**src/rtl/peripheral_spram_pkg.sv**
```systemverilog
// Shared types and constants for the peripheral single-port RAM arbiter.
package peripheral_spram_pkg;

    // Arbiter FSM: free arbitration, or a grant held by one port
    typedef enum logic [1:0] {
        IDLE  = 2'd0,
        LOCK0 = 2'd1,
        LOCK1 = 2'd2
    } arb_state_t;

    // Active-low byte enables all high means a read
    localparam logic [1:0] RD_WEN = 2'b11;

    // Port 0 wins whenever it requests
    function automatic logic [1:0] fixed_gnt(input logic [1:0] req);
        logic [1:0] g;
        g = 2'b00;
        if (req[0]) begin
            g = 2'b01;
        end else if (req[1]) begin
            g = 2'b10;
        end
        return g;
    endfunction

endpackage

```
**src/rtl/peripheral_spram_arb_rr.sv**
```systemverilog
// Two-way grant generator for the SPRAM arbiter.
// Macro PERIPHERAL_SPRAM_ARB_ROUND_ROBIN_EN adds a priority pointer that
// favours the port not granted last; without it port 0 always wins.
module peripheral_spram_arb_rr
    import peripheral_spram_pkg::*;
(
`ifdef PERIPHERAL_SPRAM_ARB_ROUND_ROBIN_EN
    input  logic       ram_clk,
    input  logic       ram_rst_n,
    input  logic       upd,
`endif
    input  logic [1:0] req,
    output logic [1:0] gnt
);

`ifdef PERIPHERAL_SPRAM_ARB_ROUND_ROBIN_EN
    logic prio;

    // Pointer moves to the loser whenever an arbitrated access is accepted
    always_ff @(posedge ram_clk) begin
        if (!ram_rst_n) begin
            prio <= 1'b0;
        end else if (upd) begin
            prio <= gnt[0];
        end
    end

    // Priority port first, otherwise the other one
    always_comb begin
        gnt = fixed_gnt(req);
        if (prio) begin
            if (req[1]) begin
                gnt = 2'b10;
            end else if (req[0]) begin
                gnt = 2'b01;
            end else begin
                gnt = 2'b00;
            end
        end
    end
`else
    // Fixed priority, no state
    always_comb begin
        gnt = fixed_gnt(req);
    end
`endif

endmodule

```
**src/rtl/peripheral_spram_arbiter.sv**
```systemverilog
// Two-port arbiter in front of a single-port RAM with lockable grants,
// out-of-range error responses and a shared read-data bus.
// Optional macro: PERIPHERAL_SPRAM_ARB_ROUND_ROBIN_EN (round-robin in IDLE).
module peripheral_spram_arbiter
    import peripheral_spram_pkg::*;
#(
    parameter int AW       = 6,
    parameter int DW       = 16,
    parameter int MEM_SIZE = 256
) (
    input  logic          ram_clk,
    input  logic          ram_rst_n,
    input  logic [1:0]    req_i,
    input  logic [1:0]    lock_i,
    input  logic [AW-1:0] addr0_i,
    input  logic [AW-1:0] addr1_i,
    input  logic [1:0]    wen0_i,
    input  logic [1:0]    wen1_i,
    input  logic [DW-1:0] din0_i,
    input  logic [DW-1:0] din1_i,
    output logic [1:0]    gnt_o,
    output logic [1:0]    rvalid_o,
    output logic [1:0]    err_o,
    output logic [DW-1:0] rdata_o,
    output logic [AW-1:0] ram_addr,
    output logic [DW-1:0] ram_din,
    output logic          ram_cen,
    output logic [1:0]    ram_wen,
    input  logic [DW-1:0] ram_dout
);

    localparam int unsigned WORDS = MEM_SIZE / 2;

    arb_state_t    state;
    arb_state_t    next_state;
    logic [1:0]    arb_gnt;
    logic [1:0]    gnt;
    logic          accepted;
    logic          sel;
    logic [AW-1:0] sel_addr;
    logic [1:0]    sel_wen;
    logic [DW-1:0] sel_din;
    logic          in_range;
    logic          acc_ok;
    logic          acc_read;
    logic          acc_err;
    logic [1:0]    rvalid_q;
    logic [1:0]    err_q;

    peripheral_spram_arb_rr u_arb (
`ifdef PERIPHERAL_SPRAM_ARB_ROUND_ROBIN_EN
        .ram_clk   (ram_clk),
        .ram_rst_n (ram_rst_n),
        .upd       ((state == IDLE) && accepted),
`endif
        .req       (req_i),
        .gnt       (arb_gnt)
    );

    // Grant: arbitrated in IDLE, locked port only otherwise, none in reset
    always_comb begin
        gnt = 2'b00;
        if (ram_rst_n) begin
            case (state)
                IDLE:    gnt = arb_gnt;
                LOCK0:   gnt = {1'b0, req_i[0]};
                LOCK1:   gnt = {req_i[1], 1'b0};
                default: gnt = 2'b00;
            endcase
        end
    end

    // Select the winning port and classify the access
    always_comb begin
        accepted = |(gnt & req_i);
        sel      = gnt[1];
        sel_addr = sel ? addr1_i : addr0_i;
        sel_wen  = sel ? wen1_i  : wen0_i;
        sel_din  = sel ? din1_i  : din0_i;
        in_range = (32'(sel_addr) < 32'(WORDS));
        acc_ok   = accepted && in_range;
        acc_read = acc_ok && (sel_wen == RD_WEN);
        acc_err  = accepted && !in_range;
    end

    // RAM side: forward only in-range accepted accesses, park otherwise
    always_comb begin
        ram_cen  = 1'b1;
        ram_wen  = RD_WEN;
        ram_addr = '0;
        ram_din  = '0;
        if (acc_ok) begin
            ram_cen  = 1'b0;
            ram_wen  = sel_wen;
            ram_addr = sel_addr;
            ram_din  = sel_din;
        end
    end

    // Next state: enter a lock on a locked access, leave on unlock or drop
    always_comb begin
        next_state = state;
        case (state)
            IDLE: begin
                if (accepted && lock_i[sel]) begin
                    next_state = sel ? LOCK1 : LOCK0;
                end
            end
            LOCK0: begin
                if (!req_i[0] || !lock_i[0]) begin
                    next_state = IDLE;
                end
            end
            LOCK1: begin
                if (!req_i[1] || !lock_i[1]) begin
                    next_state = IDLE;
                end
            end
            default: next_state = IDLE;
        endcase
    end

    // State and one-cycle response flags; reset discards pending responses
    always_ff @(posedge ram_clk) begin
        if (!ram_rst_n) begin
            state    <= IDLE;
            rvalid_q <= 2'b00;
            err_q    <= 2'b00;
        end else begin
            state    <= next_state;
            rvalid_q <= acc_read ? gnt : 2'b00;
            err_q    <= acc_err  ? gnt : 2'b00;
        end
    end

    // Read data is only driven while a response is valid
    always_comb begin
        gnt_o    = gnt;
        rvalid_o = rvalid_q;
        err_o    = err_q;
        rdata_o  = (|rvalid_q) ? ram_dout : '0;
    end

endmodule
```
**config.mk**
```make
export PLATFORM = sky130hd
export DESIGN_NAME = peripheral_spram_arbiter
export DESIGN_NICKNAME = d
export VERILOG_FILES = /design/src/rtl/peripheral_spram_pkg.sv /design/src/rtl/peripheral_spram_arb_rr.sv /design/src/rtl/peripheral_spram_arbiter.sv
export SDC_FILE = /design/constraint.sdc
export NUM_CORES = 1
export LEC_CHECK = 0
export ABC_AREA = 0
export CAP_MARGIN = 20
export CORE_ASPECT_RATIO = 0.6
export CORE_MARGIN = 5
export CORE_UTILIZATION = 20
export DETAILED_ROUTE_END_ITERATION = 10
export GPL_TIMING_DRIVEN = 0
export PLACE_DENSITY = 0.78
export SYNTH_ARGS = -nofsm -noshare
export SYNTH_HDL_FRONTEND = slang
export SYNTH_HIERARCHICAL = 1
export SYNTH_SLANG_ARGS = --single-unit
```
**constraint.sdc**
```tcl
create_clock -name ram_clk -period 1.8 [get_ports ram_clk]
set_input_delay 0.36 -clock ram_clk [delete_from_list [all_inputs] [get_ports ram_clk]]
set_output_delay 0.36 -clock ram_clk [all_outputs]
set_load 0.02 [all_outputs]
```
**Word-level counts from Yosys, hierarchy flattened**

Index checks and enable logic that the tools add are counted.
Widths: inputs -> output; s select.

- Input port bits: 70
- Output and inout bits: 47
- Register bits after elaboration: 4

- Reduce and logical (&&, ||, !) cells: 13
- Magnitude comparators: 1
- Bitwise gates (word level): 1
- Multiplexer cells: 19
- Equal/unequal tests: 6

Operators by type and width:

| operator | count |
|---|---|
| $mux 16 | 3 |
| $mux 2 | 9 |
| $mux 6 | 2 |
| $pmux 2 s3 | 2 |
| $ne 2x2->1 const B | 3 |
| $eq 2x2->1 const B | 2 |
| $logic_not 1->1 | 4 |
| $reduce_or 2->1 | 2 |
| $mux 1 | 3 |
| $reduce_and 3->1 | 1 |
| $and 2x2->2 | 1 |
| $eq 2x1->1 const B | 1 |
| $logic_and 1x1->1 | 2 |
| $logic_not 2->1 | 1 |
| $logic_or 1x1->1 | 2 |
| $lt 1x2->1 const B | 1 |
| $reduce_and 2->1 | 1 |

**Logic depth before layout (Yosys ltp)**

- Depth in word-level cells: 9
- Mapped depth: 5
- Gate-level depth less buffers: 4

**By module**

The synthesis kept the hierarchy.

Modules (own cells, without submodules):

| module | instances | area each (sq um) | cells an instance |
|---|---|---|---|
| peripheral_spram_arbiter | 1 | 698.2 | 88 |
| peripheral_spram_arb_rr | 1 | 21.3 | 2 |

**Least setup slack after synthesis**

Ideal clock, no wire load.

- Kind: input -> output
- Start point: in req_i[1]
- End point: out ram_din[10]
- Cell stages on the path: 5
- Slack: -61 ps
- Buffers on the path: 1
- Arrival: 1,501 ps
- Data required time: 1,440 ps
- Cell sequence: nor2b_4 mux2_4 a211oi_4 buf_4 a22o_1

- Cells in the longest elaborated chain, start to end: 7

Ends and longest elaborated chain:

| item | line | RTL |
|---|---|---|
| start: declaration | peripheral_spram_arbiter.sv:13 | `input logic [1:0] req_i,` |
| $mux 2 | peripheral_spram_pkg.sv:20 | `end else if (req[1]) begin` |
| $mux 2 | peripheral_spram_pkg.sv:18 | `if (req[0]) begin` |
| $pmux 2 s3 | peripheral_spram_arbiter.sv:64 | `case (state)` |
| $mux 2 | peripheral_spram_arbiter.sv:63 | `if (ram_rst_n) begin` |
| $and 2x2->2 | peripheral_spram_arbiter.sv:75 | `accepted = \|(gnt & req_i);` |
| $reduce_or 2->1 | peripheral_spram_arbiter.sv:75 |  |
| $mux 16 (*) | peripheral_spram_arbiter.sv:92 | `if (acc_ok) begin` |
| end: declaration | peripheral_spram_arbiter.sv:26 | `output logic [DW-1:0] ram_din,` |

Every way passes the cells marked *; elsewhere a longest branch is shown, timed or not.

**Final worst setup path**

- Start point: in req_i[1]
- End point: out ram_din[9]

- Cells in the longest elaborated chain, start to end: 7

Ends and longest elaborated chain:

| item | line | RTL |
|---|---|---|
| $mux 2 (*) | peripheral_spram_pkg.sv:20 |  |
| $mux 2 (*) | peripheral_spram_pkg.sv:18 |  |
| named net arb_gnt[1] | peripheral_spram_arbiter.sv:36 | `logic [1:0] arb_gnt;` |
| $pmux 2 s3 (*) | peripheral_spram_arbiter.sv:64 |  |
| $mux 2 (*) | peripheral_spram_arbiter.sv:63 |  |
| $and 2x2->2 | peripheral_spram_arbiter.sv:75 |  |
| $reduce_or 2->1 | peripheral_spram_arbiter.sv:75 |  |
| $mux 16 (*) | peripheral_spram_arbiter.sv:92 |  |

The timed path passes the listed nets; every way through them passes the cells marked *.

==> summary.md <==
| Metric | Value |
|---|---|
| Status | `finished, violations left` |
| Failing checks | `setup timing` |
| Clk_lat worst skew | `0.22 ns` |
| Synth cell types | `29` |
| Power Dens Cells | `330 nW/um^2` |
| Min-Delay Path Class | `register to register` |
| Switching share of power | `29.5%` |
| Maxcap violations | `0` |
| Tot GR Track Use | `15.5%` |
| Int Pwr | `0.000492 W` |
| Worst stage delay on the critical path | `0.29 ns` |
| Crit path max fanout | `6` |
| Via Count | `1159` |
| Area of the multi-input gates | `584 sq um` |
| Die Ht | `56.5 um` |
| Port-buffer cells | `114` |
| Main synth FF type | `dfxtp_1` |
| Critical Path End | `ram_din[9]` |
| Yosys reg bits | `4` |
| Antenna-violating nets left | `0` |
| DRC errors left | `0` |
| CTS sink count | `4` |
| Global route overflow | `0` |
| Synthesized cell area | `719 sq um` |
| Fin cells | `265` |
| Largest net degree at the start of global routing | `11` |
| Static Leak | `0.967 nW` |
| Post-synth top cells | `a22o_1, nor2b_1, inv_1` |
| Drt total wl | `3920 um` |
| CTS Hold Bufs | `0` |
| Avg Inst Size Synth | `7.99 sq um` |
| # setup viols final | `24` |
| Placed Instances | `250` |
| CTS Root Cell | `clkbuf_8` |
| Maximum VDD drop | `486 uV` |
| Cell taking the most area after synthesis | `a22o_1` |
| Final Max Tran Viols | `0` |
| Crit path launch | `req_i[1]` |
| First-pass DRT Iterations | `6` |
| Initial Utilization | `21.4%` |
| Register area | `87.6 sq um` |
| Worst r2r src | `state[1]` |
| RSZ-0062 raised after global routing | `true` |
| Setup Skew | `0.00104 ns` |
| Most numerous cell on the critical path | `buf_6` |
| Clock transition at path regs | `0.03 ns` |
| Syn Inst Count | `90` |
| Fill count | `316` |
| Worst Setup Slack, final | `-0.245 ns` |
| NetSw | `0.000206 W` |
| Ys async rst share | `0%` |
| Fin Hold WS | `0.513 ns` |
| Gate power share | `59.7%` |
| Share of the synthesized area in the top cell type | `26.8%` |
| Reg power frac | `13.2%` |
| Max clock buf depth | `2` |
| Core Rows | `16` |
| Hold Violations, Final | `0` |
| Die Wd | `87.4 um` |
| Final period util | `114%` |
| Clock network power share | `27.1%` |
| FMAX | `0.489 GHz` |
| Share of cells above drive strength 1 | `28.6%` |
| I/O Pins | `117` |
| Critical Path AT | `1.69 ns` |
| Worst setup EP type | `output pin` |
| CTS tree | `done` |
| Most common cell in the netlist | `a22o_1` |
| First-pass GRT wire length | `6150 um` |
| Number of antenna diodes | `0` |
| Setup TNS Final | `-5.21 ns` |
| Routed WL per cell | `14.8 um` |
| Max stage delay cell, worst path | `mux2_4` |
| Dpl hpwl | `3160 um` |
| Critical R2R Capture | `rvalid_o[0]` |
| Reg2reg setup slack | `0.29 ns` |
| CP Cell Sequence | `buf_4 -> nor2b_4 -> mux2_4 -> a211oi_4 -> buf_6 -> buf_6 -> a22o_1 -> buf_6` |
| Final min period | `2.05 ns` |
| DR iter-0 viols | `12` |
| Initial antenna violation count | `0` |
| Core footprint | `3360 sq um` |
| H-Tree Depth | `1` |
| CTS buffer count | `3` |
| Worst path required time | `1.44 ns` |
| Vias per Instance | `4.37` |
| Worst Setup Start Kind | `primary input` |
| FF-to-FF path depth | `5` |
| EDFF count, synth | `0` |
| Register area share after synthesis | `11.1%` |
| Die area | `4940 sq um` |
| Vias in the first global route | `1131` |
| Top post-synthesis cells by area | `a22o_1, nor2b_1, dfxtp_1` |
| Fin util | `62.9%` |
| Nets | `292` |
| GP Congestion | `0.825` |
| Synthesis Warnings | `6` |
| Layout area overhead | `194%` |
| Critical path type | `primary input to output pin` |
-- power groups by stage --
stage	sequential, W	clock, W	combinational [W]
after global placement	0.0000949	0	0.000382
after CTS	0.0000935	0.000193	0.000408
after global routing	0.0000928	0.000204	0.000442
after detailed placement	0.0000950	0	0.000384
after floorplan	0.0000953	0	0.000145
final	0.0000924	0.000189	0.000417
-- layout by cell type (no fill, tap or decap), types with 3 or more instances in the layout --
| cell type | netlist | layout |
|---|---|---|
| clkdlybuf4s50_1 | 0 | 68 |
| buf_4 | 5 | 11 |
| buf_6 | 2 | 33 |
| nor2b_1 | 17 | 16 |
| a22o_1 | 22 | 22 |
| dlygate4sd2_1 | 0 | 17 |
| nor2_1 | 5 | 3 |
| inv_1 | 7 | 7 |
| clkbuf_8 | 0 | 3 |
-- logic make-up after synthesis --
kind of cell           count (synthesis)  share of synthesized area [%]
AND/OR/NAND/NOR                       34                           29.0
other                                  1                          0.521
AO/OA/AOI/OAI                         33                           41.4
buffers and inverters                 15                           12.5
multiplexers                           3                           5.39
flip-flops                             4                           11.1
-- what timing repair did --
| action | 4_1_cts | 5_1_grt |
|---|---|---|
| pin swaps | 6 | 4 |
| setup endpoints to repair | 43 | 26 |
| setup buffers | 9 | 1 |
| hold endpoints to repair | 0 | 0 |
| cloned | 2 | 0 |
| gates resized for setup | 188 | 11 |
-- worst min-delay path by stage --
| stage | startpoint | to | slack [ns] | cells past startpoint |
|---|---|---|---|---|
| floorplan | lock_i[0] | state[0] | 0.47 | 2 |
| global placement | state[0] | state[0] | 0.52 | 2 |
| detailed placement | state[0] | state[0] | 0.53 | 2 |
| CTS | state[0] | state[0] | 0.56 | 2 |
| global route | state[0] | state[0] | 0.53 | 2 |
| finish | state[0] | state[0] | 0.51 | 2 |
-- final cells by class --
| type | instances | area share [%] |
|---|---|---|
| Timing Repair Buffer | 126 | 58.9 |
| Clock buffer | 3 | 1.95 |
| Inverter | 7 | 1.24 |
| Buffer | 8 | 3.55 |
| Sequential cell | 4 | 4.14 |
| Multi-Input combinational cell | 72 | 27.6 |
| Tap cell | 45 | 2.66 |
-- registers in the layout (all words and copies together) (netlist names) --
| register | cells |
|---|---|
| state | 2 |
| rvalid_o | 2 |
-- stage by stage --
step	setup WS [ns]	total power [W]	instance area [sq um]
global route	-0.313	0.000738	2120
floorplan	-0.0613	0.000240	723
finish	-0.245	0.000698	2120
CTS	-0.237	0.000694	2070
detailed placement	-1.25	0.000479	1920
global placement	-1.24	0.000476	1920
-- per-layer routing --
layer  global-route usage [%]  vias to the layer above  share of wire, %  wire length [um]
li1                         -                      590                 -                 -
met5                        0                        -                 0                 0
met1                     19.1                      526                41              1600
met4                     1.75                        0              0.69                27
met2                     26.8                       41                50              1960
met3                     5.12                        2               8.5               334
-- worst max-delay path: cells and delay by family --
kind	cells	cell delay (ns)
muxes	1	0.29
and+or+nand+nor	1	0.14
buffers and inverters	4	0.52
AOI/OAI and AO/OA	2	0.38
No activity file was read; power rests on OpenSTA's default activity.
